### config.mk
export PLATFORM = sky130hd
export DESIGN_NAME = ip_codma_read_machine
export DESIGN_NICKNAME = d
export VERILOG_FILES = /design/src/rtl/ip_codma_read_machine.sv
export SDC_FILE = /design/constraint.sdc
export NUM_CORES = 1
export LEC_CHECK = 0
export CAP_MARGIN = 20
export CORE_MARGIN = 5
export CORE_UTILIZATION = 29
export CTS_CLUSTER_SIZE = 8
export DETAILED_ROUTE_END_ITERATION = 10
export DONT_BUFFER_PORTS = 1
export GPL_ROUTABILITY_DRIVEN = 0
export SETUP_SLACK_MARGIN = 0.02
export SKIP_CTS_REPAIR_TIMING = 1
export SYNTH_ARGS = -nofsm -noshare
export SYNTH_HDL_FRONTEND = slang
export SYNTH_SLANG_ARGS = --single-unit
### constraint.sdc
create_clock -name clk_i -period 12.5 [get_ports clk_i]
set_input_delay 2.5 -clock clk_i [delete_from_list [all_inputs] [get_ports clk_i]]
set_output_delay 2.5 -clock clk_i [all_outputs]
set_load 0.01 [all_outputs]
### src/rtl/ip_codma_read_machine.sv
// CODMA read stage: requests the bus, gathers 1/2/4 64-bit beats into a 256-bit
// staging buffer, pulses need_write_o, then holds the buffer until write_done_i.
module ip_codma_read_machine (
    input  logic         clk_i,
    input  logic         reset_i,
    input  logic         start_i,
    input  logic [31:0]  rd_addr_i,
    input  logic [3:0]   rd_size_i,
    input  logic         stop_i,
    output logic         bus_req_o,
    input  logic         bus_grant_i,
    output logic [31:0]  bus_addr_o,
    output logic [3:0]   bus_size_o,
    input  logic [63:0]  bus_rdata_i,
    input  logic         bus_rvalid_i,
    input  logic         bus_error_i,
    output logic         need_write_o,
    input  logic         write_done_i,
    output logic [255:0] rd_data_o,
    output logic [7:0]   word_count_rd_o,
    output logic [1:0]   rd_state_o,
    output logic         rd_state_error_o,
    output logic         busy_o
);

    typedef enum logic [1:0] {
        RD_IDLE    = 2'd0,
        RD_ASK     = 2'd1,
        RD_GRANTED = 2'd2,
        RD_WAIT_WR = 2'd3
    } rd_state_e;

    rd_state_e      state_q;
    logic           bus_req_q;
    logic [31:0]    addr_q;
    logic [3:0]     size_q;
    logic           need_write_q;
    logic [255:0]   data_q;
    logic [7:0]     count_q;
    logic           error_q;
    logic           busy_q;

    logic [7:0]     count_d;
    logic [7:0]     slot_base;

    function automatic logic size_legal(input logic [3:0] size);
        return (size == 4'd3) || (size == 4'd8) || (size == 4'd9);
    endfunction

    // Target count is in 32-bit words: two per 64-bit beat.
    function automatic logic [7:0] target_words(input logic [3:0] size);
        case (size)
            4'd3:    return 8'd2;
            4'd8:    return 8'd4;
            default: return 8'd8;
        endcase
    endfunction

    assign count_d   = count_q + 8'd2;
    assign slot_base = {count_q[2:1], 6'd0};

    always_ff @(posedge clk_i or posedge reset_i) begin
        if (reset_i) begin
            state_q      <= RD_IDLE;
            bus_req_q    <= 1'b0;
            addr_q       <= '0;
            size_q       <= '0;
            need_write_q <= 1'b0;
            // NOTE: the staging buffer is a plain register bank, not a RAM, so it
            // takes the async reset like every other output.
            data_q       <= '0;
            count_q      <= '0;
            error_q      <= 1'b0;
            busy_q       <= 1'b0;
        end else begin
            need_write_q <= 1'b0;
            if (stop_i) begin
                state_q   <= RD_IDLE;
                bus_req_q <= 1'b0;
                busy_q    <= 1'b0;
            end else begin
                case (state_q)
                    RD_IDLE: begin
                        if (start_i && size_legal(rd_size_i)) begin
                            state_q   <= RD_ASK;
                            bus_req_q <= 1'b1;
                            busy_q    <= 1'b1;
                            addr_q    <= rd_addr_i;
                            size_q    <= rd_size_i;
                            data_q    <= '0;
                            count_q   <= '0;
                            error_q   <= 1'b0;
                        end else if (start_i) begin
                            error_q <= 1'b1;
                        end
                    end
                    RD_ASK: begin
                        if (bus_error_i) begin
                            state_q   <= RD_IDLE;
                            bus_req_q <= 1'b0;
                            busy_q    <= 1'b0;
                            error_q   <= 1'b1;
                        end else if (bus_grant_i) begin
                            state_q <= RD_GRANTED;
                        end
                    end
                    RD_GRANTED: begin
                        if (bus_error_i) begin
                            state_q   <= RD_IDLE;
                            bus_req_q <= 1'b0;
                            busy_q    <= 1'b0;
                            error_q   <= 1'b1;
                        end else if (bus_rvalid_i) begin
                            data_q[slot_base +: 64] <= bus_rdata_i;
                            count_q                 <= count_d;
                            if (count_d == target_words(size_q)) begin
                                state_q      <= RD_WAIT_WR;
                                bus_req_q    <= 1'b0;
                                need_write_q <= 1'b1;
                            end
                        end
                    end
                    RD_WAIT_WR: begin
                        if (write_done_i) begin
                            state_q <= RD_IDLE;
                            busy_q  <= 1'b0;
                        end
                    end
                    default: state_q <= RD_IDLE;
                endcase
            end
        end
    end

    assign bus_req_o        = bus_req_q;
    assign bus_addr_o       = addr_q;
    assign bus_size_o       = size_q;
    assign need_write_o     = need_write_q;
    assign rd_data_o        = data_q;
    assign word_count_rd_o  = count_q;
    assign rd_state_o       = state_q;
    assign rd_state_error_o = error_q;
    assign busy_o           = busy_q;

endmodule

* Yosys cells after proc, flatten, opt, wreduce, memory -nomap -nowiden *
Cells that the tools add are included.

word-level totals
  input bits = 108
  logic and storage cells = 91
  output and inout bits = 306
  register bits after elaboration = 306

operators by class
  reduce and logical (&&, ||, !) cells = 14
  shift operators = 2
  multiplexer cells = 42
  equal/unequal tests = 21
  bitwise operators = 1
  add/sub/neg operators = 2

operator list
  cell                       count
  $mux 256                   3
  $pmux 256 s2               1
  $bwmux 256                 1
  $shift 64x10->256 const A  1
  $shiftx 64x10->256         1
  $mux 8                     7
  $mux 1                     16
  $mux 2                     8
  $pmux 8 s2                 1
  $reduce_and 5->1           3
  $eq 4x4->1 const B         3
  $ne 3x3->1 const B         4
  $ne 4x4->1 const B         3
  $neg 8->10                 1
  $add 8x2->8 const B        1
  $eq 4x2->1 const B         2
  $eq 8x8->1                 1
  $pmux 2 s4                 1
  $pmux 4 s2                 1
  $ne 2x2->1 const B         3
  $pmux 1 s3                 2
  $reduce_and 3->1           2
  $eq 2x2->1 const B         2
  $reduce_and 4->1           1
  11 further kinds           13

* Logic depth before layout (Yosys ltp) *
  word-level depth = 12
  mapped depth = 12
  mapped depth without buffers = 8

* Worst setup path after synthesis *
OpenSTA, ideal clock, no wires.

  path type = input -> register
  start = input rd_size_i[1]
  end = register data_q[38] (netlist: rd_data_o[38])
  cell stages on the path = 9
  arrival = 4.203 ns
  required time = 12.365 ns
  setup time = 0.135 ns
  path slack = 8.163 ns
  path through = nand2b_1 a211oi_1 o21ai_1 or2_2 clkbuf_1 clkbuf_1 clkbuf_1 nand2_1 o21ai_0

between the ends
  longest elaborated chain between the ends = 6
  elaborated cells on any way between the ends = 8
  those cells by class = eq/ne: 4; reduce/logical: 4

ends and longest elaborated chain
  element                                   line  source
  from (decl)                               8     input logic [3:0] rd_size_i,
  $eq 4x2->1 or $eq 4x4->1 (tied branches)  47    return (size == 4'd3) || (size == 4'd8) || (size == 4'd9);
  $logic_or 1x1->1                          47
  $logic_or 1x1->1 *                        47
  $logic_and 1x1->1 *                       84    if (start_i && size_legal(rd_size_i)) begin
  $ne 2x2->1 (no line) *                    -
  $reduce_and 5->1 (no line) *              -
  to (signal, indexed assignment)           114   data_q[slot_base +: 64] <= bus_rdata_i;
  to (decl)                                 38    logic [255:0] data_q;

Every way passes the cells marked *; elsewhere a longest branch is shown, timed or not.
A chain may end at the register's enable or synchronous reset.

* Worst setup path in the final report *
  start = input rd_size_i[1]
  end = register data_q[121] (netlist: rd_data_o[121])

Same word-level chain as after synthesis.

==> flow_summary.yaml <==
logic_synthesis:
  synth_warnings: 0
  postSynthAreaPerCell_um2: 9.37
  synth_edf_count: 0
  synthesis.area_um2: 12400
  syn_inst: 1319
  ys_seq_elements: 305
  synth_ff_type: "dfrtp_1"
  syn_nets: 1437
  synthDistinctLibCells: 45
  ys_seq_area_frac: 0.617
  synthArstFlopShare: 1.00
cells_and_area:
  final_cells: 1825
  final_cell_mix: "nand2_1 (523), dfrtp_1 (305), o21ai_0 (262)"
  nets: 1401
  area_growth_pct: 13.5
  drive_gt1_frac: 0.0855
  fillCellCount: 4256
  layout_commonest_cell: "nand2_1"
  antennaDiodeCount: 0
run:
  max_cap_violations: 0
power_and_ir_drop:
  p_per_area_nw_per_um2: 164
  p_leak_nw: 5.86
  ir_drop_mv: 0.0702
drt:
  vias: 8861
  wl_per_cell_um: 20.6
  avgViaCountPerCell: 4.86
  drtPass1Iterations: 5
  drt-initial-drc-count: 559
  drc_errors: 0
  ant_nets: 0
  finalWirelength_um: 37600
grt:
  grt_overflow: 0
  grt_usage: 0.155
  grt.met2_usage: 0.252
  grt_max_degree: 89
  grt-busiest-layer: "met2"
  met3_usage: 0.0562
  antenna_found_initial: 0
  grtUsageMet1: 0.193
  grt_pass1_wl_um: 57200
  first_global_vias: 8751
worst_hold_path:
  holdPathEnd: "rd_data_o[120]"
  worstHoldStart: "rd_data_o[120]"
  hold_path.class: "reg -> reg"
  min_path_cells: 2
worst_setup_path:
  cp-start-kind: "input pin"
  worst_setup_path_end_kind: "register"
  r2r_end: "rd_data_o[121]"
  r2r_cells: 6
  critical_path_class: "in -> reg"
  path_max_fanout: 88
  required_ns: 12.86
  worstReg2RegStart: "rd_state_o[0]"
  cp.arrival_ns: 4.75
  rrSetupSlack_ns: 9.19
floorplan:
  io_pins: 414
  die_area_um2: 46900
  core_um2: 42000
  start_util: 0.294
  die_x_um: 216
  num_rows: 75
  die_h_um: 216
clock_network:
  path_clk_slew_ns: 0.05
  cts_sinks: 305
  cts_tree: "built"
  insertion_delay_ns: 0.55
  clock_path_buffers: 3
  numCtsBuffers: 44
  htreeDepth: 2
  root_buffer: "clkbuf_16"
placement:
  dpl.hpwl_um: 25500
  dp_cells: 1774
  numPortBuffers: 0
sta:
  maxSlewHeadroom: 0.351
  setup_viol: 0
  rsz0062_at_grt: "no"
  period_share: 0.351
  slew_violations: 0
  finClkSkew_ns: 0.0133
  hold_viol_final: 0
  fmaxAchievable_ghz: 0.228
  tightest_slew_ns: 0.974
  setup_tns_ns: 0
  period_minus_slack_ns: 4.39
status:
  outcome: "completed"
## metal layers
metal / up-vias / share of wire
met4: 0 / 0.028
met2: 344 / 0.48
met5: - / 0
met1: 4266 / 0.40
li1: 4186 / -
met3: 65 / 0.094
## worst max-delay path by stage
| stage | from | endpoint | slack (ns) | cells after the start |
|---|---|---|---|---|
| after floorplan | reset_i | bus_addr_o[0] | 1.57 | 1 |
| after global routing | reset_i | rd_data_o[42] | 7.87 | 3 |
| after global placement | reset_i | bus_addr_o[19] | 7.69 | 3 |
| after detailed placement | reset_i | bus_addr_o[9] | 7.62 | 3 |
| after CTS | reset_i | rd_data_o[169] | 8.20 | 3 |
| final | rd_size_i[1] | rd_data_o[121] | 8.11 | 8 |
## Yosys cell counts, types with 3 or more instances
| library cell | count | share of area |
|---|---|---|
| nand2_1 | 523 | 0.16 |
| dfrtp_1 | 305 | 0.62 |
| o21ai_0 | 262 | 0.11 |
| clkbuf_1 | 92 | 0.028 |
| mux2_2 | 35 | 0.032 |
| inv_1 | 13 | 0.0039 |
| ha_1 | 10 | 0.010 |
| nor2_1 | 9 | 0.0027 |
| a21oi_1 | 7 | 0.0028 |
| nand2b_1 | 6 | 0.0030 |
| mux2i_1 | 5 | 0.0040 |
| nand3_1 | 5 | 0.0020 |
| and4_1 | 4 | 0.0028 |
| a211oi_1 | 3 | 0.0018 |
## area by class of cell
| type | count | area (um^2) | share of cell area |
|---|---|---|---|
| flip-flops and latches | 305 | 7630 | 0.544 |
| repair buffers | 15 | 145 | 0.0103 |
| well taps | 539 | 674 | 0.0481 |
| multi-input cells | 904 | 4360 | 0.311 |
| inverters | 13 | 56.3 | 0.00401 |
| clock buffers | 46 | 1140 | 0.0812 |
| clock inverters | 3 | 25.0 | 0.00178 |
## sequential cells by signal, indices dropped and copies added, names as in the netlist
signal,cells
bus_addr_o,32
bus_req_o,1
bus_size_o,4
busy_o,1
need_write_o,1
rd_data_o,256
rd_state_error_o,1
rd_state_o,2
word_count_rd_o,7
## report_power, final
group | internal [mW] | total (mW) | switching, mW
Combinational | 0.0509 | 0.156 | 0.105
Sequential | 1.03 | 1.10 | 0.0641
Clock | 0.636 | 1.05 | 0.414
## worst max-delay path, cell delays in order
cell,delay [ns]
nand2b_1,0.12
a211oi_1,0.52
o21ai_1,0.12
buf_4,0.22
o21bai_4,0.39
buf_4,0.45
nand2_1,0.18
o21ai_0,0.12
## through the flow
stage | cell area [um^2] | setup WS, ns | power, mW | hold WS, ns | utilization
3_3_place_gp | 12800 | 7.69 | 1.27 | 0.535 | 0.305
2_1_floorplan | 12400 | 1.57 | 1.22 | 0.516 | -
4_1_cts | 14000 | 8.20 | 2.34 | 0.553 | 0.333
6_report | 14000 | 8.11 | 2.30 | 0.546 | 0.334
5_1_grt | 14000 | 7.87 | 2.40 | 0.564 | 0.334
3_5_place_dp | 12800 | 7.62 | 1.27 | 0.543 | 0.305
## cell families (layout without fill, tap and decap cells)
logic type               count (synthesis)  count (layout)  synth area share
AO/OA/AOI/OAI                          290             290             0.123
XOR/XNOR                                 3               3           0.00213
adder cells (fa/ha/maj)                 10              10            0.0101
buffers and inverters                  110              77            0.0339
flip-flops                             305             305             0.617
multiplexers                            40              40            0.0359
other                                    1               1          0.000303
AND/OR/NAND/NOR                        560             560             0.177
No activity file was read; power rests on OpenSTA's default activity.
